`config.mk`:
```
export PLATFORM = sky130hd
export DESIGN_NAME = pc_fetch_stage
export DESIGN_NICKNAME = d
export VERILOG_FILES = /design/src/rtl/cpu_pkg.sv /design/src/rtl/pc_fetch_stage.sv
export SDC_FILE = /design/constraint.sdc
export NUM_CORES = 1
export LEC_CHECK = 0
export BUFFER_PORTS_ARGS = -buffer_cell sky130_fd_sc_hd__buf_2
export CORE_ASPECT_RATIO = 1.25
export CORE_MARGIN = 1
export CORE_UTILIZATION = 50
export DETAILED_ROUTE_END_ITERATION = 10
export PLACE_DENSITY = 0.77
export SYNTH_ARGS = -nofsm -noshare
export SYNTH_HDL_FRONTEND = slang
export SYNTH_SLANG_ARGS = --single-unit
```
`constraint.sdc`:
```
create_clock -name clk -period 2.4 [get_ports clk]
set_input_delay 0 -clock clk [delete_from_list [all_inputs] [get_ports clk]]
set_output_delay 0 -clock clk [all_outputs]
set_load 0.02 [all_outputs]
```
`src/rtl/cpu_pkg.sv`:
```
`default_nettype none
// ============================================================================
// cpu_pkg : shared fetch-state encoding, PC defaults and word width
// Revision: 1.0
// ============================================================================
package cpu_pkg;

  localparam int unsigned c_XLEN     = 32;
  localparam logic [31:0] c_RESET_PC = 32'h0000_0000;
  localparam logic [31:0] c_PC_INC   = 32'd4;

  typedef enum logic [1:0] {
    FETCH = 2'd0,
    DROP  = 2'd1,
    STALL = 2'd2
  } fetch_state_e;

endpackage
`default_nettype wire

```
`src/rtl/pc_fetch_stage.sv`:
```
`default_nettype none
// ============================================================================
// pc_fetch_stage : PC register plus fetch FSM feeding a one-entry decode slot
// Revision: 1.0
// ============================================================================
module pc_fetch_stage
  import cpu_pkg::*;
#(
  parameter logic [31:0] RESET_PC = c_RESET_PC,
  parameter logic [31:0] PC_INC   = c_PC_INC
) (
  input  logic                clk,
  input  logic                reset,
  input  logic                pc_src,
  input  logic [c_XLEN-1:0]   target_address,
  output logic                imem_req,
  output logic [c_XLEN-1:0]   imem_addr,
  input  logic                imem_ack,
  input  logic [c_XLEN-1:0]   imem_rdata,
  output logic                id_valid,
  input  logic                id_ready,
  output logic [c_XLEN-1:0]   id_instr,
  output logic [c_XLEN-1:0]   id_pc,
  output logic [c_XLEN-1:0]   id_pc_plus4
);

  fetch_state_e      r_state;
  logic [c_XLEN-1:0] r_pc;
  logic              r_imem_req;
  logic [c_XLEN-1:0] r_imem_addr;
  logic              r_id_valid;
  logic [c_XLEN-1:0] r_id_instr;
  logic [c_XLEN-1:0] r_id_pc;
  logic [c_XLEN-1:0] r_id_pc_plus4;
  logic [c_XLEN-1:0] w_pc_next;

  assign w_pc_next = r_pc + PC_INC;

  // imem_addr is a separate register so DROP can keep the old address while r_pc moves on
  always_ff @(posedge clk) begin
    if (reset) begin
      r_state       <= FETCH;
      r_pc          <= RESET_PC;
      r_imem_req    <= 1'b0;
      r_imem_addr   <= RESET_PC;
      r_id_valid    <= 1'b0;
      r_id_instr    <= '0;
      r_id_pc       <= '0;
      r_id_pc_plus4 <= '0;
    end else begin
      case (r_state)
        FETCH: begin
          if (!r_imem_req) begin
            r_imem_req <= 1'b1;
            if (pc_src) begin
              r_pc        <= target_address;
              r_imem_addr <= target_address;
            end else begin
              r_imem_addr <= r_pc;
            end
          end else if (pc_src) begin
            r_pc <= target_address;
            if (imem_ack) begin
              r_imem_addr <= target_address;
            end else begin
              r_state <= DROP;
            end
          end else if (imem_ack) begin
            r_id_valid    <= 1'b1;
            r_id_instr    <= imem_rdata;
            r_id_pc       <= r_pc;
            r_id_pc_plus4 <= w_pc_next;
            r_pc          <= w_pc_next;
            r_imem_req    <= 1'b0;
            r_state       <= STALL;
          end
        end
        STALL: begin
          if (pc_src) begin
            r_id_valid  <= 1'b0;
            r_pc        <= target_address;
            r_imem_addr <= target_address;
            r_imem_req  <= 1'b1;
            r_state     <= FETCH;
          end else if (id_ready) begin
            r_id_valid  <= 1'b0;
            r_imem_addr <= r_pc;
            r_imem_req  <= 1'b1;
            r_state     <= FETCH;
          end
        end
        DROP: begin
          if (pc_src) begin
            r_pc <= target_address;
          end
          if (imem_ack) begin
            r_imem_addr <= pc_src ? target_address : r_pc;
            r_state     <= FETCH;
          end
        end
        default: begin
          r_state    <= FETCH;
          r_imem_req <= 1'b0;
        end
      endcase
    end
  end

  assign imem_req    = r_imem_req;
  assign imem_addr   = r_imem_addr;
  assign id_valid    = r_id_valid;
  assign id_instr    = r_id_instr;
  assign id_pc       = r_id_pc;
  assign id_pc_plus4 = r_id_pc_plus4;

endmodule
`default_nettype wire

```
==> metrics.sh, run 1 <==
RESULT_OF_THE_RUN='complete, no violations'
YOSYS.CELL_COUNT.TOP_TYPE='nand2_1'
POST_DP_CELL_AREA_MM2=0.00834
POWER_REPORT.INTERNAL_TOTAL_mW=5.18
DIE_AREA_MM2=0.0148
GRT_PASS1_WL_MM=35.6
P_SW_SHARE_PCT=32.3
CLOCK_LATENCY_PS=430
HOLD_VIOL_FINAL=0
GLOBAL_ROUTE.PEAK_USAGE_LAYER='met2'
TNS_PS=0
MIN_PATH_TYPE='in2reg'
POST_SYN_NETS=976
TIMING.CRITICAL_PATH.TO_TYPE='register'
FMAX_MHz=461
FLOORPLAN.INITIALDENSITY_PCT=51.5
WHS_PS=19.6
CLOCK_SINKS=162
SYNTH_EDF_COUNT=0
SYNTHTOPCELLSBYCOUNT='186 x nand2_1, 162 x dfxtp_1, 99 x a21oi_1'
REG2REG_SETUP_SLACK_PS=230
FIN_TOTAL_PWR_mW=7.64
ANT_NETS=0
FP.DIEH_UM=136
LARGEST_AREA_CONTRIBUTOR_IN_THE_NETLIST='dfxtp_1'
H_TREE_LVL_COUNT=4
ANTENNADIODECOUNT=0
GRT.MET1_USAGE_PCT=37.0
WORSTMARGINPINSLEW_PS=640
IR_DROP_WORST_CASE_VDD_mV=0.483
SYNTH.DISTINCT_CELLS=54
DRT_ITER0_DRC=412
FRACTION_OF_SYNTHESIZED_CELL_AREA_TAKEN_BY_THE_TOP_AREA_CELL_TYPE_PCT=45.4
CRITICAL_PATH_CLASS='reg2reg'
SYN2LAYOUT_AREA_GROWTH_PCT=34.2
DOMINANTREGCELLSYNTH='dfxtp_1'
FINALCRITICALPERIOD_PS=2170
POST_SYNTHESIS_CELL_COUNT=902
CLKTRANSATPATHREGS_PS=70
FINALSETUPVIOLCOUNT=0
GP_CONGESTION=0.897
SYNTH-SEQ-CELLS=162
WORSTPATHARRIVAL_PS=2520
GRT_ANTENNA_BEFORE_REPAIR=0
PIN_COUNT=199
GLOBALROUTEMET2UTIL_PCT=51.3
ROUTED-VIA-COUNT=7587
POSTROUTEWIRELENGTH_MM=22.9
PORTBUFFERS=198
PLACE_WORST_SETUP_SLACK_PS=313
FP-ROW-COUNT=48
DETAILEDROUTE.FIRSTPASSITERATIONCOUNT=5
GRT_SETUP_UNREPAIRED='no'
WORST_EP_REQUIRED_TIME_PS=2750
DRC=0
YS_SEQ_AREA_SHARE_PCT=45.4
GRT_MAX_DEGREE=137
YOSYS_WARNINGS=0
CTS_TREE='done'
DESIGN.CORE.AREA_MM2=0.0139
FINAL_CORE_UTIL_PCT=69.2
TIMING.FINAL.CRIT_SHARE_PCT=90.4
GR-USAGE-MET3_PCT=5.15
POWER_PER_CELL_AREA_mW_PER_MM2=797
COUNT_OF_INSTANCES_RESIZED_AFTER_THE_CLOCK_TREE_IS_BUILT=0
CTS_BUFFERS=17
POWER.SEQUENTIAL.FRACTION_PCT=40.6
WORST_CLOCK_SKEW_PS=9.69
DRT-WIRELENGTH-PER-CELL_UM=17.3
CLKPWRFRAC_PCT=36.6
NETLIST_AREA_MM2=0.00715
NUM-FILL-CELLS=1143
TOTAL_SWITCHING_POWER_mW=2.47
POST_SYNTH.CELL_AREA_AVG_UM2=7.93
CRITICAL_PATH_PEAK_FANOUT=10
SYNTH_TOP_CELLS_BY_AREA='dfxtp_1 45%, nand2_1 9.8%, a21oi_1 6.9%'
DIE_X_UM=109
POWER.COMBINATIONAL.FRACTION_PCT=22.8
CTSROOTBUFFERMASTER='clkbuf_16'
P_LEAK_nW=4.07
TIMING.FINAL.MAX_SLEW_VIOLATIONS=0
POSTSYNTH.ASYNCRESETSHARE_PCT=0
CLOCKBUFFERDEPTH=2
NUMBER_OF_NETS_IN_THE_LAYOUT=1210
PLACE.DETAILED.INSTANCES=1227
NUMBER_OF_GLOBAL_ROUTE_VIAS_BEFORE_REPAIR=7143
VIAS_PER_CELL=5.73
OVERFLOW=0
WORST_SLACK_PS=229
DESIGN_AREA_MM2=0.00959
STARTPOINT_CLASS_OF_THE_CRITICAL_PATH='register'
GRTUSAGETOTAL_PCT=30.8
STDCELL_COUNT=1324
DP_HPWL_MM=14.4
MAX-CAP-VIOLATIONS=0
WORST_SLEW_SLACK_AS_A_FRACTION_OF_ITS_LIMIT_PCT=57.3
FINAL_LAYOUT_SIZE_SUFFIX_GT1_SHARE_PCT=25.2
[cell usage in the layout, fill, tap and decap left out, drive strengths merged, types with 6 or more instances in the layout]
master / count
inv: 15
nand4: 17
xor2: 21
nor2: 77
a211oi: 16
nor3: 12
o22ai: 13
nor2b: 6
a21oi: 99
clkbuf: 18
buf: 240
dfxtp: 162
mux2i: 7
nand3: 16
nand2: 186
dlygate4sd3: 65
o21ai: 68
a311oi: 34
xnor2: 7
a22oi: 13
[flip-flops by register name (all words and copies together), names as in the netlist]
name	flops
id_instr	32
imem_addr	32
imem_req	1
r_pc	32
id_pc_plus4	30
r_state	2
id_valid	1
id_pc	32
[worst paths after layout]
check,startpoint,to,depth (start not counted)
max reg2reg,r_state[0],r_pc[19],7
min reg2reg,id_pc[13],id_pc[13],2
min,reset,r_pc[25],4
max,r_state[0],r_pc[19],7
[area by class of cell]
type	count	area (µm²)	share of cell area [%]
repair buffers	305	2000	20.8
inverters	9	33.8	0.352
flip-flops and latches	162	3240	33.8
clock inverters	14	169	1.76
well taps	175	219	2.28
clock buffers	18	439	4.58
multi-input cells	641	3490	36.4
[power by group through the flow]
stage	Combinational, mW	Clock [mW]	Sequential, mW
2_1_floorplan	0.841	0	3.37
3_3_place_gp	1.61	0	3.15
3_5_place_dp	1.63	0	3.16
4_1_cts	1.72	2.83	3.10
5_1_grt	1.88	2.93	3.13
6_report	1.74	2.80	3.10
[cell families after synthesis]
| family | Yosys count | synth area share [%] |
|---|---|---|
| buffers and inverters | 99 | 6.05 |
| AND/OR/NAND/NOR | 335 | 20.1 |
| multiplexers | 9 | 1.29 |
| AO/OA/AOI/OAI | 264 | 22.9 |
| adder cells (fa/ha/maj) | 5 | 0.875 |
| XOR/XNOR | 28 | 3.43 |
| flip-flops | 162 | 45.4 |
[routing by layer]
metal	up-vias	part of all wire [%]
li1	3612	-
met1	3550	40
met2	354	49
met3	71	6.2
met4	0	4.2
met5	-	0
[worst max-delay path, cell delays in order, from the launching register on]
cell      delay, ps
dfxtp_1         330
inv_1           110
ha_1            350
nor2b_1         340
a21oi_2         130
nand2_1         400
o311ai_0        250
o22ai_1         190
[repair_timing]
item / in CTS / in global routing
setup buffers: 0 / 0
hold buffers: 65 / 0
endpoints found under the hold margin: 94 / 0
endpoints found under the setup margin: 0 / 0
Power figures use the tool's default switching activity.
==> inputs of run 2 (changes only) <==
--- a/config.mk
+++ b/config.mk
@@ -11,6 +11,7 @@
 export CORE_UTILIZATION = 50
 export DETAILED_ROUTE_END_ITERATION = 10
 export PLACE_DENSITY = 0.77
+export REMOVE_ABC_BUFFERS = 1
 export SYNTH_ARGS = -nofsm -noshare
 export SYNTH_HDL_FRONTEND = slang
 export SYNTH_SLANG_ARGS = --single-unit
==> metrics.sh, run 2 (synthesis gave the netlist of run 1 again) <==
PLACE.DETAILED.INSTANCES=1219
CTS_BUFFERS=17
DETAILEDROUTE.FIRSTPASSITERATIONCOUNT=5
GLOBAL_ROUTE.PEAK_USAGE_LAYER='met2'
TIMING.CRITICAL_PATH.MAX_DELAY_FAMILY='simple AND/OR/NAND/NOR gates'
FINALSETUPVIOLCOUNT=0
CTS_TREE='done'
ANTENNADIODECOUNT=0
DIE_X_UM=109
DRT-WIRELENGTH-PER-CELL_UM=16.5
PATH_BUF_INV=0
CLKPWRFRAC_PCT=35.0
P_SW_SHARE_PCT=32.0
POWER_PER_CELL_AREA_mW_PER_MM2=780
WHS_PS=56.0
TIMING.FINAL.CRIT_SHARE_PCT=89.9
PORTBUFFERS=198
DIE_AREA_MM2=0.0148
CP_SLOWEST_CELL='or4_1'
POWER.SEQUENTIAL.FRACTION_PCT=42.0
FINALCRITICALPERIOD_PS=2160
CLOCKBUFFERDEPTH=2
FP.DIEH_UM=136
STDCELL_COUNT=1317
GRT_ANTENNA_BEFORE_REPAIR=0
CRIT_PATH_MAX_INCR_DELAY_PS=500
DP_HPWL_MM=13.8
VIAS_PER_CELL=5.65
MIN_PATH_TYPE='in2reg'
LAYOUT.CELLS.MOST_COMMON='buf_2'
RESULT_OF_THE_RUN='complete, no violations'
WORST_EP_REQUIRED_TIME_PS=2750
CLOCK_SINKS=162
ROUTED-VIA-COUNT=7442
OVERFLOW=0
GRT.MET1_USAGE_PCT=33.6
TIMING.FINAL.MAX_SLEW_VIOLATIONS=0
DESIGN.CORE.AREA_MM2=0.0139
FMAX_MHz=463
GRT_PASS1_WL_MM=33.4
CLKTRANSATPATHREGS_PS=60
DRC=0
POWER_REPORT.INTERNAL_TOTAL_mW=5.05
CTSROOTBUFFERMASTER='clkbuf_16'
POST_CTS.REPAIR.SETUP_BUFFERS=0
POWER.COMBINATIONAL.FRACTION_PCT=22.9
GRT_MAX_DEGREE=137
FLOORPLAN.INITIALDENSITY_PCT=51.5
NUMBER_OF_GLOBAL_ROUTE_VIAS_BEFORE_REPAIR=6733
WORST_CLOCK_SKEW_PS=8.70
POSTROUTEWIRELENGTH_MM=21.8
SYN2LAYOUT_AREA_GROWTH_PCT=32.9
COUNT_OF_INSTANCES_RESIZED_AFTER_THE_CLOCK_TREE_IS_BUILT=0
PIN_COUNT=199
FIN_TOTAL_PWR_mW=7.42
CTS-HOLD-FIX-BUFFERS=66
CRITICAL_PATH_CLASS='reg2reg'
P_LEAK_nW=4.00
HOLD_VIOL_FINAL=0
NUMBER_OF_NETS_IN_THE_LAYOUT=1203
WORST_SLEW_SLACK_AS_A_FRACTION_OF_ITS_LIMIT_PCT=53.8
NUM-FILL-CELLS=1145
H_TREE_LVL_COUNT=4
WORSTPATHARRIVAL_PS=2510
TOTAL_SWITCHING_POWER_mW=2.37
FINAL_LAYOUT_SIZE_SUFFIX_GT1_SHARE_PCT=24.6
TIMING.CRITICAL_PATH.TO_TYPE='register'
STARTPOINT_CLASS_OF_THE_CRITICAL_PATH='register'
GP_CONGESTION=0.862
FP-ROW-COUNT=48
GRT_SETUP_UNREPAIRED='no'
MAX-CAP-VIOLATIONS=0
CLOCK_LATENCY_PS=430
WORSTMARGINPINSLEW_PS=693
CRITICAL_PATH_PEAK_FANOUT=6
ANT_NETS=0
IR_DROP_WORST_CASE_VDD_mV=0.504
DRT_ITER0_DRC=480
GRTUSAGETOTAL_PCT=29.1
GR-USAGE-MET3_PCT=5.29
TIMING.CRITICAL_PATH.CELLS='ha_1 -> nand3_1 -> nor4_2 -> nand4_1 -> or4_1 -> o211ai_1'
FINAL_CELL_MIX='197 x buf_2, 186 x nand2_1, 162 x dfxtp_1'
GLOBALROUTEMET2UTIL_PCT=50.3
run 2: cell types whose count changed in the layout (fill, tap and decap cells not counted), sizes merged:
cell and delta:
dlygate4sd3 +1, clkinvlp +4, inv -5, bufinv -1, clkbuf +2, buf -8
run 2: metrics by stage:
step                      util [%]  cell area [µm²]  setup slack, ps  TNS, ps
after floorplan                  -             6750            -1100  -114570
after global placement        59.7             8280              310        0
after detailed placement      59.7             8280              276        0
after CTS                     68.5             9510              258        0
after global routing          68.5             9510             72.5        0
final                         68.5             9510              242        0
run 2: power groups by stage:
stage | Combinational, mW | Sequential (mW) | Clock [mW]
3_3_place_gp | 1.57 | 3.17 | 0
2_1_floorplan | 0.690 | 3.40 | 0
6_report | 1.70 | 3.12 | 2.60
4_1_cts | 1.68 | 3.11 | 2.63
5_1_grt | 1.83 | 3.15 | 2.73
3_5_place_dp | 1.60 | 3.17 | 0
run 2: layout make-up:
cell class / instances / area, µm² / area share, %
Inverter: 9 / 33.8 / 0.355
Clock inverter: 12 / 109 / 1.15
Tap cell: 175 / 219 / 2.30
Multi-Input combinational cell: 641 / 3500 / 36.8
Sequential cell: 162 / 3240 / 34.1
Timing Repair Buffer: 298 / 1950 / 20.5
Clock buffer: 20 / 457 / 4.80
run 2: final timing paths:
kind	startpoint	to	slack, ps	cells past startpoint
max	r_pc[3]	r_pc[28]	240	6
min	pc_src	r_state[0]	60	4
max reg2reg	r_pc[3]	r_pc[28]	240	6
min reg2reg	id_instr[12]	id_instr[12]	450	2
run 2: per-layer routing:
| layer | vias up | wire length (µm) |
|---|---|---|
| met4 | 0 | 754 |
| li1 | 3607 | - |
| met1 | 3476 | 8730 |
| met5 | - | 0 |
| met2 | 306 | 10900 |
| met3 | 53 | 1420 |
run 2: tightest hold or removal path, stage by stage:
cell     delay [ps]
buf_2           190
nand2_1          80
mux2_2          140
nor2_1           30
==> inputs of run 3 (changes only) <==
--- a/config.mk
+++ b/config.mk
@@ -11,6 +11,7 @@
 export CORE_UTILIZATION = 50
 export DETAILED_ROUTE_END_ITERATION = 10
 export PLACE_DENSITY = 0.77
+export RECOVER_POWER = 25
 export REMOVE_ABC_BUFFERS = 1
 export SYNTH_ARGS = -nofsm -noshare
 export SYNTH_HDL_FRONTEND = slang
==> metrics.sh, run 3 (synthesis gave the netlist of run 1 again) <==
RESULT_OF_THE_RUN='complete, no violations'
CLOCKBUFFERDEPTH=2
CP-STARTPOINT='r_pc[3]'
DIE_X_UM=109
DETAILEDROUTE.FIRSTPASSITERATIONCOUNT=5
WORST-PATH-STAGES=6
CP-ENDPOINT='r_pc[28]'
COUNT_OF_INSTANCES_RESIZED_AFTER_THE_CLOCK_TREE_IS_BUILT=0
H_TREE_LVL_COUNT=4
CTSROOTBUFFERMASTER='clkbuf_16'
WORSTPATHARRIVAL_PS=2520
FP-ROW-COUNT=48
FINAL_CORE_UTIL_PCT=67.9
PATH_BUF_INV=0
DRC=0
FMAX_MHz=461
DP_HPWL_MM=13.8
FINALCRITICALPERIOD_PS=2170
CLOCK_LATENCY_PS=430
MIN_PATH_TYPE='in2reg'
CRITICAL_PATH_CLASS='reg2reg'
ANTENNADIODECOUNT=0
GRT_SETUP_UNREPAIRED='no'
FLOORPLAN.INITIALDENSITY_PCT=51.5
DRT-WIRELENGTH-PER-CELL_UM=16.5
PORTBUFFERS=198
POST_CTS.REPAIR.SETUP_BUFFERS=0
WORST_CLOCK_SKEW_PS=7.93
OVERFLOW=0
REG2REG_SETUP_SLACK_PS=230
GP_CONGESTION=0.862
PIN_COUNT=199
TIMING.CRITICAL_PATH.CELLS='ha_1 -> nand3_1 -> nor4_2 -> nand4_1 -> or4_1 -> o211ai_1'
WORSTMARGINPINSLEW_PS=683
DESIGN_AREA_MM2=0.00942
GRTUSAGETOTAL_PCT=29.1
WORST_SLACK_PS=232
CTS-HOLD-FIX-BUFFERS=66
GRT_MAX_DEGREE=137
TIMING.FINAL.MAX_SLEW_VIOLATIONS=0
PLACE_WORST_SETUP_SLACK_PS=276
RR_ENDPOINT='r_pc[28]'
FP.DIEH_UM=136
CLOCK_SINKS=162
WORST_SLEW_SLACK_AS_A_FRACTION_OF_ITS_LIMIT_PCT=54.5
CRITICAL_PATH.REG2REG.STARTPOINT='r_pc[3]'
GRT_PASS1_WL_MM=33.4
POWER_PER_CELL_AREA_mW_PER_MM2=785
FINAL_CELL_MIX='186 x nand2_1, 162 x dfxtp_1, 124 x buf_2'
WORST_EP_REQUIRED_TIME_PS=2750
CRIT_PATH_MAX_INCR_DELAY_PS=500
MAX-CAP-VIOLATIONS=0
NUMBER_OF_NETS_IN_THE_LAYOUT=1203
GRT_ANTENNA_BEFORE_REPAIR=0
P_LEAK_nW=3.70
HOLD_VIOL_FINAL=0
DIE_AREA_MM2=0.0148
FINALSETUPVIOLCOUNT=0
ANT_NETS=0
TNS_PS=0
DESIGN.CORE.AREA_MM2=0.0139
STARTPOINT_CLASS_OF_THE_CRITICAL_PATH='register'
CRITICAL_PATH_PEAK_FANOUT=6
CP_SLOWEST_CELL='or4_1'
DRT_ITER0_DRC=509
POST_DP_CELL_AREA_MM2=0.00828
NUMBER_OF_GLOBAL_ROUTE_VIAS_BEFORE_REPAIR=6733
TIMING.FINAL.CRIT_SHARE_PCT=90.3
ROUTED-VIA-COUNT=7419
CTS_BUFFERS=17
SYN2LAYOUT_AREA_GROWTH_PCT=31.7
CTS_TREE='done'
TIMING.CRITICAL_PATH.MAX_DELAY_FAMILY='simple AND/OR/NAND/NOR gates'
VIAS_PER_CELL=5.63
IR_DROP_WORST_CASE_VDD_mV=0.501
LAYOUT.CELLS.MOST_COMMON='nand2_1'
POSTROUTEWIRELENGTH_MM=21.7
FINAL_LAYOUT_SIZE_SUFFIX_GT1_SHARE_PCT=18.2
TIMING.CRITICAL_PATH.TO_TYPE='register'
WORSTREGTOREGCELLS=6
CLKTRANSATPATHREGS_PS=70
## run 3: cell types whose count changed in the layout (fill, tap and decap cells not counted)
| cell | before | now |
|---|---|---|
| clkbuf_1 | 1 | 74 |
| buf_2 | 197 | 124 |
## run 3: power breakdown
group | leakage, nW | internal (mW) | switching (mW) | total [mW]
clock network | 0.264 | 1.48 | 1.12 | 2.60
registers | 1.33 | 2.94 | 0.181 | 3.12
logic | 2.11 | 0.597 | 1.07 | 1.67
total | 3.70 | 5.02 | 2.37 | 7.39
## run 3: worst min-delay path by stage
| stage | startpoint | to | slack, ps | cells after the start |
|---|---|---|---|---|
| after floorplan | reset | id_instr[0] | 70 | 1 |
| after global placement | imem_rdata[17] | id_instr[17] | 240 | 3 |
| after detailed placement | imem_rdata[25] | id_instr[25] | 250 | 3 |
| after CTS | pc_src | r_state[0] | 40 | 4 |
| after global routing | pc_src | r_state[0] | 60 | 4 |
| final | pc_src | r_state[0] | 60 | 4 |
## run 3: layout make-up
| cell class | count | area (µm²) |
|---|---|---|
| fill | 1194 | 4460 |
| multi-input combinational | 641 | 3500 |
| sequential | 162 | 3240 |
| timing repair buffer | 298 | 1860 |
| clock buffer | 20 | 457 |
| tap | 175 | 219 |
| clock inverter | 12 | 109 |
| inverter | 9 | 33.8 |
## run 3: per-stage QoR
| step | total power, mW | std cells | hold slack [ps] |
|---|---|---|---|
| global placement | 4.74 | 1219 | 241 |
| detailed placement | 4.77 | 1219 | 247 |
| floorplan | 4.09 | 812 | 69.1 |
| finish | 7.39 | 1317 | 57.3 |
| global route | 7.68 | 1317 | 62.1 |
| CTS | 7.43 | 1317 | 44.5 |
## run 3: layer usage
metal / wire length [µm] / track usage, %
met4: 777 / 15.2
met3: 1460 / 5.29
met5: 0 / 0
met1: 8640 / 33.6
met2: 10800 / 50.3
## run 3: worst reg2reg max path, delay by kind of cell, from the launching register on
family,cells,cell delay [ps]
simple gates,4,1320
flops,1,420
compound gates,1,90
fa+ha+maj,1,270
